**src/rtl/cpu_intr_seq_pkg.sv**
```systemverilog
// Shared types and constants for the RP2A03 interrupt/reset sequencer.
// Holds the sequencer state and source encodings plus P-register bit indices.
package cpu_intr_seq_pkg;

    typedef enum logic [2:0] {
        ST_IDLE,
        ST_DUMMY1,
        ST_DUMMY2,
        ST_PUSH_PCH,
        ST_PUSH_PCL,
        ST_PUSH_P,
        ST_VEC_LO,
        ST_VEC_HI
    } intr_state_t;

    typedef enum logic [1:0] {
        SRC_RESET = 2'd0,
        SRC_NMI   = 2'd1,
        SRC_BRK   = 2'd2,
        SRC_IRQ   = 2'd3
    } intr_src_t;

    localparam logic [2:0] VEC_OFS_NMI   = 3'd0;
    localparam logic [2:0] VEC_OFS_RESET = 3'd2;
    localparam logic [2:0] VEC_OFS_IRQ   = 3'd4;

    localparam int P_I = 2;
    localparam int P_B = 4;
    localparam int P_U = 5;

    function automatic logic [2:0] src_vec_ofs(input intr_src_t s);
        logic [2:0] ofs;
        ofs = VEC_OFS_IRQ;
        case (s)
            SRC_NMI:   ofs = VEC_OFS_NMI;
            SRC_RESET: ofs = VEC_OFS_RESET;
            default:   ofs = VEC_OFS_IRQ;
        endcase
        return ofs;
    endfunction

endpackage

```
**src/rtl/nmi_edge_det.sv**
```systemverilog
// NMI falling-edge detector: keeps the previous nmi_n level and a pending
// flag that stays set until the sequencer clears it.
module nmi_edge_det (
    input  logic cpuClk,
    input  logic reset,
    input  logic nmi_n,
    input  logic clr,
    output logic pending
);

    logic r_nmi_q;

    // A new edge wins over a same-cycle clear so no NMI is ever dropped.
    always_ff @(posedge cpuClk) begin
        if (reset) begin
            r_nmi_q <= 1'b1;
            pending <= 1'b0;
        end else begin
            r_nmi_q <= nmi_n;
            if (r_nmi_q && !nmi_n) begin
                pending <= 1'b1;
            end else if (clr) begin
                pending <= 1'b0;
            end
        end
    end

endmodule

```
**src/rtl/cpu_intr_seq.sv**
```systemverilog
// 6502 interrupt/reset entry sequencer: 7-cycle push/vector-fetch bus master.
// Optional NMI_HIJACK_EN lets a late NMI steal the vector of a BRK/IRQ entry.
module cpu_intr_seq
    import cpu_intr_seq_pkg::*;
#(
    parameter int               ADDR_W     = 16,
    parameter int               DATA_W     = 8,
    parameter int               NUM_IRQ    = 4,
    parameter logic [ADDR_W-1:0] VEC_BASE  = 16'hFFFA,
    parameter logic [7:0]       STACK_PAGE = 8'h01
) (
    input  logic               cpuClk,
    input  logic               reset,
    input  logic               instr_boundary,
    input  logic               brk_req,
    input  logic               nmi_n,
    input  logic [NUM_IRQ-1:0] irq_n,
    input  logic [NUM_IRQ-1:0] irq_mask,
    input  logic               i_flag,
    input  logic [ADDR_W-1:0]  pc_in,
    input  logic [7:0]         sp_in,
    input  logic [7:0]         p_in,
    input  logic [DATA_W-1:0]  dataRd,
    output logic [ADDR_W-1:0]  addr,
    output logic [DATA_W-1:0]  dataWr,
    output logic               wrEn,
    output logic               busy,
    output logic [ADDR_W-1:0]  pc_out,
    output logic [7:0]         sp_out,
    output logic               done,
    output logic [1:0]         src
);

    intr_state_t       r_state;
    intr_src_t         r_src;
    logic [ADDR_W-1:0] r_pc;
    logic [7:0]        r_sp;
    logic [7:0]        r_p;
    logic              r_brk;
    logic [DATA_W-1:0] r_vlo;

    logic              w_pend;
    logic              w_clr;
    logic              w_irq;
    logic              w_hijack;
    intr_src_t         w_src_vec;
    logic [ADDR_W-1:0] w_ret;
    logic [ADDR_W-1:0] w_vec;
    logic [7:0]        w_sp_dec;
    logic [7:0]        w_push_p;

    assign src = r_src;

    nmi_edge_det u_nmi (
        .cpuClk  (cpuClk),
        .reset   (reset),
        .nmi_n   (nmi_n),
        .clr     (w_clr),
        .pending (w_pend)
    );

`ifdef NMI_HIJACK_EN
    assign w_hijack = w_pend
                   && (r_src == SRC_BRK || r_src == SRC_IRQ)
                   && (r_state inside {ST_DUMMY1, ST_DUMMY2, ST_PUSH_PCH,
                                       ST_PUSH_PCL, ST_PUSH_P});
`else
    assign w_hijack = 1'b0;
`endif

    // Derived values: return address, pushed P, stack pointer step, vector.
    always_comb begin
        w_irq     = !i_flag && (|(~irq_n & irq_mask));
        w_ret     = r_brk ? r_pc + ADDR_W'(2) : r_pc;
        w_push_p  = r_p;
        w_push_p[P_U] = 1'b1;
        w_push_p[P_B] = r_brk;
        w_sp_dec  = r_sp - 8'd1;
        w_src_vec = w_hijack ? SRC_NMI : r_src;
        w_vec     = VEC_BASE + ADDR_W'(src_vec_ofs(w_src_vec));
        w_clr     = (r_state == ST_VEC_LO) && (r_src == SRC_NMI);
    end

    // Sequencer FSM; bus outputs are registered for the state being entered.
    always_ff @(posedge cpuClk) begin
        if (reset) begin
            r_state <= ST_DUMMY1;
            r_src   <= SRC_RESET;
            r_pc    <= pc_in;
            r_sp    <= sp_in;
            r_p     <= p_in;
            r_brk   <= 1'b0;
            r_vlo   <= '0;
            addr    <= '0;
            dataWr  <= '0;
            wrEn    <= 1'b0;
            busy    <= 1'b1;
            pc_out  <= '0;
            sp_out  <= '0;
            done    <= 1'b0;
        end else begin
            done <= 1'b0;
            if (w_hijack) begin
                r_src <= SRC_NMI;
            end
            unique case (r_state)
                ST_IDLE: begin
                    busy <= 1'b0;
                    wrEn <= 1'b0;
                    if (instr_boundary && (w_pend || brk_req || w_irq)) begin
                        r_state <= ST_DUMMY1;
                        busy    <= 1'b1;
                        addr    <= pc_in;
                        r_pc    <= pc_in;
                        r_sp    <= sp_in;
                        r_p     <= p_in;
                        if (w_pend) begin
                            r_src <= SRC_NMI;
                            r_brk <= 1'b0;
                        end else if (brk_req) begin
                            r_src <= SRC_BRK;
                            r_brk <= 1'b1;
                        end else begin
                            r_src <= SRC_IRQ;
                            r_brk <= 1'b0;
                        end
                    end
                end
                ST_DUMMY1: begin
                    r_state <= ST_DUMMY2;
                    addr    <= r_pc;
                end
                ST_DUMMY2: begin
                    r_state <= ST_PUSH_PCH;
                    addr    <= ADDR_W'({STACK_PAGE, r_sp});
                    dataWr  <= DATA_W'(w_ret >> 8);
                    wrEn    <= (r_src != SRC_RESET);
                end
                ST_PUSH_PCH: begin
                    r_state <= ST_PUSH_PCL;
                    r_sp    <= w_sp_dec;
                    addr    <= ADDR_W'({STACK_PAGE, w_sp_dec});
                    dataWr  <= DATA_W'(w_ret);
                end
                ST_PUSH_PCL: begin
                    r_state <= ST_PUSH_P;
                    r_sp    <= w_sp_dec;
                    addr    <= ADDR_W'({STACK_PAGE, w_sp_dec});
                    dataWr  <= DATA_W'(w_push_p);
                end
                ST_PUSH_P: begin
                    r_state <= ST_VEC_LO;
                    r_sp    <= w_sp_dec;
                    addr    <= w_vec;
                    dataWr  <= '0;
                    wrEn    <= 1'b0;
                end
                ST_VEC_LO: begin
                    r_state <= ST_VEC_HI;
                    r_vlo   <= dataRd;
                    addr    <= w_vec + ADDR_W'(1);
                end
                ST_VEC_HI: begin
                    r_state <= ST_IDLE;
                    pc_out  <= ADDR_W'({dataRd, r_vlo});
                    sp_out  <= r_sp;
                    done    <= 1'b1;
                    busy    <= 1'b0;
                end
            endcase
        end
    end

endmodule

```
**config.mk**
```make
export PLATFORM = sky130hd
export DESIGN_NAME = cpu_intr_seq
export DESIGN_NICKNAME = d
export VERILOG_FILES = /design/src/rtl/cpu_intr_seq_pkg.sv /design/src/rtl/nmi_edge_det.sv /design/src/rtl/cpu_intr_seq.sv
export SDC_FILE = /design/constraint.sdc
export NUM_CORES = 1
export LEC_CHECK = 0
export ABC_AREA = 1
export CORE_AREA = 2 2 99 101
export DETAILED_ROUTE_END_ITERATION = 7
export DIE_AREA = 0 0 101 103
export MAX_ROUTING_LAYER = met4
export PLACE_DENSITY = 0.8
export SLEW_MARGIN = 20
export SYNTH_ARGS = -nofsm -noshare
export SYNTH_HDL_FRONTEND = slang
export SYNTH_SLANG_ARGS = --single-unit
```
**constraint.sdc**
```tcl
create_clock -name cpuClk -period 5.3 [get_ports cpuClk]
set_input_delay 1.06 -clock cpuClk [delete_from_list [all_inputs] [get_ports cpuClk]]
set_output_delay 1.06 -clock cpuClk [all_outputs]
set_load 0.01 [all_outputs]
```
==> impl_metrics.env, run 1 <==
export IMPL_status="completed"
export IMPL_synth_edf_count=30
export IMPL_worstRegToRegCells=5
export IMPL_r2r_start="r_state[2]"
export IMPL_fillCellCount=868
export IMPL_ys_top_cells_by_count="nand2_1 (122), inv_1 (87), a21oi_1 (69)"
export IMPL_layout_drive_gt1_share=0.0453
export IMPL_cp_required_ns=5.19
export IMPL_grt_antenna_before_repair=0
export IMPL_layoutNonFillerInstCount=821
export IMPL_setup_violations_final=0
export IMPL_first_global_vias=4023
export IMPL_routed_wirelength_mm=12.1
export IMPL_ys_seq_area_frac=0.490
export IMPL_htree_levels=3
export IMPL_fmax_mhz=338
export IMPL_worst_slack_ns=2.34
export IMPL_grt_pass1_wl_mm=19.3
export IMPL_core_area_um2=9460
export IMPL_root_buffer="clkbuf_8"
export IMPL_place_gp_congestion=0.931
export IMPL_wl_per_cell_um=14.8
export IMPL_finish_utilization=0.617
export IMPL_final_nets=758
export IMPL_hold_path_class="flop to flop"
export IMPL_syn_area_um2=4570
export IMPL_dieArea_um2=10400
export IMPL_yosysMostFrequentCell="nand2_1"
export IMPL_clk_pin_slew_ns=0.09
export IMPL_slew_violations=0
export IMPL_ant_nets=0
export IMPL_holdPathStages=2
export IMPL_cts_buffers=9
export IMPL_critical_path_class="primary input to flop"
export IMPL_cts_sinks=97
export IMPL_row_count=36
export IMPL_pre_cts_slack_ns=1.94
export IMPL_drtPass1Iterations=5
export IMPL_worstSkewPairLatency_ns=0.37
export IMPL_synthCells=609
export IMPL_hold_start="pc_out[0]"
export IMPL_drtIter0Drc=238
export IMPL_start_kind="primary input"
export IMPL_cts_tree="yes"
export IMPL_synth_top_area_cell="dfxtp_1"
export IMPL_drc=0
export IMPL_clk_path_buf_depth=2
export IMPL_hold_violations=0
export IMPL_holdPathEnd="pc_out[0]"
export IMPL_drv_cap=0
export IMPL_grt_max_degree=75
export IMPL_end_kind="flop"
export IMPL_ys_flop_type="dfxtp_1"
export IMPL_yosysUniqueCellTypes=32
export IMPL_r2r_setup_slack_ns=2.90
export IMPL_hold_slack_ns=0.446
export IMPL_cts_setup_buffers=0
export IMPL_die_y_um=103
export IMPL_pin_count=107
export IMPL_ys_async_sr_fraction=0
export IMPL_ys_warn_count=0
export IMPL_synth_nets=665
export IMPL_portBuffers=104
export IMPL_total_leakage_power_nw=2.47
export IMPL_placed_cells=805
export IMPL_power_density_nw_per_um2=329
export IMPL_period_share=0.558
export IMPL_worst_slew_pin_transition_ns=0.987
export IMPL_worstPathArrival_ns=2.85
export IMPL_finClkSkew_ns=0.00842
export IMPL_die_w_um=101
export IMPL_synth_area_leaders="dfxtp_1 (29%), edfxtp_1 (20%), nand2_1 (10%)"
export IMPL_yosysTopAreaCellShare=0.293
export IMPL_gr_usage_all_layers=0.246
export IMPL_area_delta_synth_final_pct=27.6
export IMPL_dp_hpwl_mm=8.92
export IMPL_cts_hold_buf=0
export IMPL_peakVddDrop_mv=0.172
export IMPL_dr_total_vias=4315
export IMPL_ctsResizeCount=0
export IMPL_period_needed_ns=2.96
export IMPL_grt_ovfl_total=0
export IMPL_synth_seq_cells=97
export IMPL_antenna_cells=0
export IMPL_cp_max_fo=22
export IMPL_rsz0062_at_grt="no"
export IMPL_slew_headroom=0.341
export IMPL_start_util=0.484
export IMPL_avgSynthCellArea_um2=7.51
export IMPL_post_drt_via_cell_ratio=5.26
export IMPL_r2r_end="r_pc[14]"
export IMPL_timing_setup_tns_ns=0
==> area by class of cell <==
class / instances / area [um^2] / area share
Sequential cell: 97 / 2240 / 0.384
Multi-Input combinational cell: 397 / 1870 / 0.321
Timing Repair Buffer: 106 / 1060 / 0.181
Inverter: 91 / 342 / 0.0585
Clock buffer: 11 / 153 / 0.0262
Tap cell: 114 / 143 / 0.0244
Clock inverter: 5 / 27.5 / 0.00472
==> worst max-delay path by stage <==
stage	slack [ns]	end	from
after detailed placement	1.94	r_pc[10]	irq_n[3]
after CTS	2.32	r_p[7]	irq_n[2]
final	2.34	r_pc[14]	irq_n[2]
after global routing	2.16	r_pc[14]	irq_n[3]
after global placement	1.92	r_pc[10]	irq_n[2]
after floorplan	2.82	r_p[0]	reset
==> sequential cells by signal (all words and copies together), names as in the netlist, 2 cells and up <==
register,flops
addr,16
dataWr,8
pc_out,16
r_p,6
r_pc,16
r_sp,8
r_state,3
r_vlo,8
sp_out,8
src,2
==> placed cells by master (no fill, tap or decap) <==
cell type and n:
clkbuf_16 1, nor3_1 5, edfxtp_1 30, xor2_1 5
ha_1 2, clkbuf_1 1, nand2_2 2, a22o_1 1
a31oi_1 4, inv_1 87, clkdlybuf4s50_1 104, o22ai_1 1
nor3b_1 1, nor3_2 1, and2_1 1, clkinv_1 1
clkinv_2 2, nand3_2 3, a21oi_1 69, nand3_1 44
nand2_1 122, nand2_4 1, o211ai_1 2, clkbuf_8 9
or2_2 2, buf_4 2, o21ai_2 1, nor3_4 1
nor2_2 1, o21ai_0 53, inv_2 4, inv_4 1
dfxtp_1 67, nor2_1 59, nand4_1 10, clkinvlp_4 1
o21ai_1 6
==> report_power, final <==
part / leakage (nW) / internal, mW / switching, mW / total (mW)
combinational: 1.54 / 0.233 / 0.307 / 0.541
sequential: 0.845 / 0.859 / 0.0673 / 0.927
clock: 0.0922 / 0.197 / 0.258 / 0.455
total: 2.47 / 1.29 / 0.633 / 1.92
==> cells by family after synthesis <==
logic type / synth area share
simple gates: 0.239
compound gates: 0.154
buf+inv: 0.101
flops: 0.490
xor+xnor: 0.00957
fa+ha+maj: 0.00547
==> per-layer routing <==
layer  vias to the layer above  routed length [um]  track usage
met1                      1979                5510        0.310
met5                         -                   0            -
met3                        16                 672       0.0366
met2                       148                5780        0.408
met4                         0                 170       0.0832
li1                       2172                   -            -
==> stage by stage <==
stage | cell area, um^2 | power [mW]
after floorplan | 4570 | 1.24
after global placement | 5660 | 1.47
after detailed placement | 5660 | 1.48
after CTS | 5840 | 1.93
after global routing | 5840 | 2.03
final | 5840 | 1.92
==> worst max-delay path, stage by stage <==
cell             delay, ns
clkdlybuf4s50_1       0.46
inv_1                 0.04
nand2_1               0.05
nand2_1               0.04
o21ai_0               0.15
nand2_1               0.10
nand3_1               0.26
nand2_1               0.66
(Power assumes the default switching activity.)
==> run 2: changes to the inputs <==
Settings changed: CORE_AREA 2 2 99 101 to 2 2 104 106, DIE_AREA 0 0 101 103 to 0 0 106 108, PLACE_DENSITY 0.8 to 0.76.
Clock period 5.3 ns to 2.5 ns, I/O delays scaled along.
==> run 2 against run 1 <==
Non-clock buffer count rose by 8. Critical endpoint is now r_sp[7]. Combinational power rose by 120%. Total power rose by 110%.
==> impl_metrics.env, run 2 (synthesis results as in run 1) <==
export IMPL_worst_slew_pin_transition_ns=0.642
export IMPL_drtPass1Iterations=5
export IMPL_slew_headroom=0.572
export IMPL_portBuffers=104
export IMPL_start_kind="flop"
export IMPL_pin_count=107
export IMPL_finClkSkew_ns=0.0119
export IMPL_row_count=37
export IMPL_met1_length_mm=5.80
export IMPL_hold_start="sp_out[3]"
export IMPL_fin_area_um2=5930
export IMPL_cts_buffers=9
export IMPL_cp_max_fo=13
export IMPL_route_met2_wl_mm=5.73
export IMPL_first_global_vias=4119
export IMPL_ctsResizeCount=0
export IMPL_grt_antenna_before_repair=0
export IMPL_hold_path_class="flop to flop"
export IMPL_clk_path_buf_depth=2
export IMPL_die_y_um=108
export IMPL_cts_sinks=97
export IMPL_status="completed"
export IMPL_drv_cap=0
export IMPL_worstSkewPairLatency_ns=0.37
export IMPL_final_nets=766
export IMPL_wl_per_cell_um=14.6
export IMPL_dp_hpwl_mm=9.42
export IMPL_seq_area_um2=2240
export IMPL_drtIter0Drc=285
export IMPL_rsz0062_at_grt="no"
export IMPL_cts_tree="yes"
export IMPL_routed_wirelength_mm=12.4
export IMPL_crit_buf_inv=2
export IMPL_ant_nets=0
export IMPL_area_delta_synth_final_pct=29.6
export IMPL_end_kind="flop"
export IMPL_worstPathArrival_ns=2.23
export IMPL_slowest_stage="dfxtp_1"
export IMPL_final_common_cell="nand2_1"
export IMPL_final_cell_mix="nand2_1 (122), clkdlybuf4s50_1 (104), inv_1 (87)"
export IMPL_worst_path_largest_cell_delay_ns=0.52
export IMPL_clk_pin_slew_ns=0.10
export IMPL_antenna_cells=0
export IMPL_cp_required_ns=2.63
export IMPL_total_leakage_power_nw=2.52
export IMPL_slew_violations=0
export IMPL_fillCellCount=967
export IMPL_reg_largest_list="addr (16), pc_out (16), r_pc (16)"
export IMPL_r2r_start="r_state[2]"
export IMPL_period_needed_ns=2.10
export IMPL_fmax_mhz=476
export IMPL_multiInputGateArea_um2=1870
export IMPL_dpl_cell_area_um2=5740
export IMPL_root_buffer="clkbuf_8"
export IMPL_dieArea_um2=11400
export IMPL_core_area_um2=10200
export IMPL_path_delay_family="simple AND/OR/NAND/NOR gates"
export IMPL_grt_max_degree=75
export IMPL_hold_violations=0
export IMPL_drc=0
export IMPL_critical_path_class="flop to flop"
export IMPL_startpoint="r_state[2]"
export IMPL_cts_setup_buffers=0
export IMPL_top_layer="met4"
export IMPL_cts_hold_buf=0
export IMPL_route_met3_wl_um=685
export IMPL_htree_levels=3
export IMPL_die_w_um=106
export IMPL_gr_usage_all_layers=0.229
export IMPL_r2r_setup_slack_ns=0.40
export IMPL_power_density_nw_per_um2=695
export IMPL_grt_ovfl_total=0
export IMPL_crit_top_cell="nand2_1"
export IMPL_path_cells="inv_1 > nand3_1 > nand3_2 > nand2_1 > inv_1 > nand2_1 > nand2_1"
export IMPL_period_share=0.840
export IMPL_peakVddDrop_mv=0.390
export IMPL_post_drt_via_cell_ratio=5.05
export IMPL_dr_total_vias=4301
export IMPL_layout_drive_gt1_share=0.0573
export IMPL_timing_setup_tns_ns=0
export IMPL_grt_pass1_wl_mm=19.9
export IMPL_setup_violations_final=0
export IMPL_place_gp_congestion=0.941
export IMPL_start_util=0.447
==> run 2: worst paths after layout <==
path                                  end  depth (start not counted)
worst max-delay path              r_sp[7]                          7
worst min-delay path            sp_out[3]                          2
worst max register to register    r_sp[7]                          7
worst min register to register  sp_out[3]                          2
==> run 2: final cells by class <==
cell class / count / area share
Sequential cell: 97 / 0.378
Inverter: 91 / 0.0576
Clock buffer: 11 / 0.0257
Tap cell: 136 / 0.0287
Timing Repair Buffer: 114 / 0.188
Multi-Input combinational cell: 397 / 0.316
Clock inverter: 5 / 0.00570
==> run 2: metrics by stage <==
step	total power [mW]	util	hold slack [ns]	cells	worst slack [ns]
3_3_place_gp	3.14	0.561	0.428	835	0.258
4_1_cts	4.15	0.580	0.449	851	0.414
6_report	4.12	0.580	0.446	851	0.401
3_5_place_dp	3.16	0.561	0.435	835	0.207
5_1_grt	4.36	0.580	0.469	851	0.198
2_1_floorplan	2.63	-	0.420	609	0.579
==> run 2: routing by layer <==
layer	global-route usage	vias up
met1	0.294	1954
met3	0.0464	15
met5	-	-
met2	0.366	150
li1	-	2182
met4	0.0752	0
==> run 2: power by group <==
part,internal [mW],switching (mW),leakage [nW]
clock,0.428,0.561,0.0996
sequential,1.82,0.143,0.845
combinational,0.509,0.660,1.57
total,2.76,1.36,2.52
==> run 2: worst register-to-register path: stages (launching register included) <==
cell     delay [ns]
dfxtp_1        0.52
inv_1          0.13
nand3_1        0.26
nand3_2        0.23
nand2_1        0.40
inv_1          0.16
nand2_1        0.11
nand2_1        0.05
==> run 3: changes to the inputs <==
Settings changed: CORE_AREA 2 2 104 106 to 2 2 99 101, DIE_AREA 0 0 106 108 to 0 0 101 103, PLACE_DENSITY 0.76 to 0.8.
Clock period 2.5 ns to 2.1 ns, I/O delays scaled along.
==> run 3 against run 2 <==
Sequential share of layout area decreased by 0.39 points. Non-clock buffer count increased by 7. Clock skew decreased by 0.0014 ns. Routed wire length increased by 0.36%. Maximum frequency increased by 11%. Via count increased by 3.3%. First-iteration DRC count decreased by 15%.
==> impl_metrics.env, run 3 (synthesis results as in run 1) <==
export IMPL_drtIter0Drc=241
export IMPL_antenna_cells=0
export IMPL_layoutNonFillerInstCount=836
export IMPL_post_drt_via_cell_ratio=5.32
export IMPL_core_area_um2=9460
export IMPL_cp_required_ns=2.41
export IMPL_drv_cap=0
export IMPL_dr_total_vias=4445
export IMPL_final_nets=773
export IMPL_cts_buffers=9
export IMPL_r2r_setup_slack_ns=0.22
export IMPL_period_share=0.897
export IMPL_finalPower_mw=4.98
export IMPL_grt_ovfl_total=0
export IMPL_timing_setup_tns_ns=0
export IMPL_worst_slew_pin_transition_ns=0.475
export IMPL_total_leakage_power_nw=2.56
export IMPL_first_global_vias=4188
export IMPL_start_util=0.484
export IMPL_dieArea_um2=10400
export IMPL_worstPathArrival_ns=2.19
export IMPL_slew_violations=0
export IMPL_status="completed"
export IMPL_grt_max_degree=48
export IMPL_gr_usage_all_layers=0.252
export IMPL_cp_max_fo=12
export IMPL_cts_hold_buf=0
export IMPL_rsz0062_at_grt="no"
export IMPL_critical_path_class="flop to flop"
export IMPL_pin_count=107
export IMPL_placed_cells=820
export IMPL_fmax_mhz=531
export IMPL_crit_top_cell="nor2_1"
export IMPL_hold_path_class="flop to flop"
export IMPL_finClkSkew_ns=0.0105
export IMPL_end_kind="flop"
export IMPL_fillCellCount=847
export IMPL_die_y_um=103
export IMPL_root_buffer="clkbuf_8"
export IMPL_power_density_nw_per_um2=831
export IMPL_clk_path_buf_depth=2
export IMPL_path_cells="nor2_1 > nand2_1 > nand2_1 > inv_1 > nor2_1 > nor2_1 > nand3_1 > nand2_1 > nor2_1"
export IMPL_place_gp_congestion=0.912
export IMPL_period_needed_ns=1.88
export IMPL_r2r_start="r_state[2]"
export IMPL_cts_setup_buffers=0
export IMPL_die_w_um=101
export IMPL_layout_drive_gt1_share=0.0679
export IMPL_reg_largest_list="addr (16), pc_out (16), r_pc (16)"
export IMPL_grt_pass1_wl_mm=19.8
export IMPL_setup_violations_final=0
export IMPL_row_count=36
export IMPL_portBuffers=104
export IMPL_slew_headroom=0.683
export IMPL_final_cell_mix="nand2_1 (122), clkdlybuf4s50_1 (104), inv_1 (87)"
export IMPL_slowest_stage="dfxtp_1"
export IMPL_grt_antenna_before_repair=0
export IMPL_worst_path_largest_cell_delay_ns=0.41
export IMPL_startpoint="r_state[2]"
export IMPL_dp_hpwl_mm=9.31
export IMPL_ctsResizeCount=0
export IMPL_wl_per_cell_um=14.9
export IMPL_final_common_cell="nand2_1"
export IMPL_hold_violations=0
export IMPL_start_kind="flop"
export IMPL_peakVddDrop_mv=0.492
export IMPL_ant_nets=0
export IMPL_cts_sinks=97
export IMPL_routed_wirelength_mm=12.5
export IMPL_drtPass1Iterations=5
export IMPL_area_delta_synth_final_pct=31.0
export IMPL_drc=0
export IMPL_htree_levels=3
export IMPL_hold_start="r_vlo[3]"
export IMPL_clk_pin_slew_ns=0.10
export IMPL_cts_tree="yes"
export IMPL_finish_utilization=0.633
export IMPL_worstSkewPairLatency_ns=0.36
export IMPL_hold_slack_ns=0.447
[run 3: cell count changes in the layout (fill, tap and decap cells not counted), sizes merged]
cell	delta
inv	-1
clkbuf	-1
buf	+7
clkinvlp	+2
[run 3: final cells by class]
class / count / area, um^2 / share of cell area
multi-input combinational: 397 / 1870 / 0.313
clock buffer: 10 / 149 / 0.0249
timing repair buffer: 121 / 1190 / 0.199
tap: 114 / 143 / 0.0238
clock inverter: 6 / 48.8 / 0.00815
sequential: 97 / 2240 / 0.374
inverter: 91 / 342 / 0.0570
[run 3: worst paths after layout]
check,end,depth (start not counted)
worst max-delay path,addr[2],9
worst min-delay path,r_vlo[3],2
worst max register to register,addr[2],9
worst min register to register,r_vlo[3],2
[run 3: per-stage QoR]
step,instance area [um^2],setup slack (ns)
detailed placement,5790,-0.0177
CTS,5990,0.232
finish,5990,0.216
global placement,5790,0.00446
global route,5990,0.0278
floorplan,4570,0.245
[run 3: critical path: cells and delay by family, from the launching register on]
kind                   cells  cell delay [ns]
buffers and inverters      1             0.22
DFF                        1             0.41
and+or+nand+nor            8             1.19
[run 3: routing by layer]
metal  up-vias  part of all wire  GRT usage  wire [um]
li1       2198                 -          -          -
met1      2048              0.44      0.317       5430
met2       173              0.47      0.414       5900
met3        26             0.070     0.0420        873
met4         0             0.020     0.0894        250
met5         -                 0          -          0
[run 3: power by group]
group | internal, mW | switching (mW) | leakage, nW | total, mW
clock network | 0.516 | 0.692 | 0.0959 | 1.21
registers | 2.17 | 0.166 | 0.845 | 2.33
logic | 0.636 | 0.799 | 1.62 | 1.44
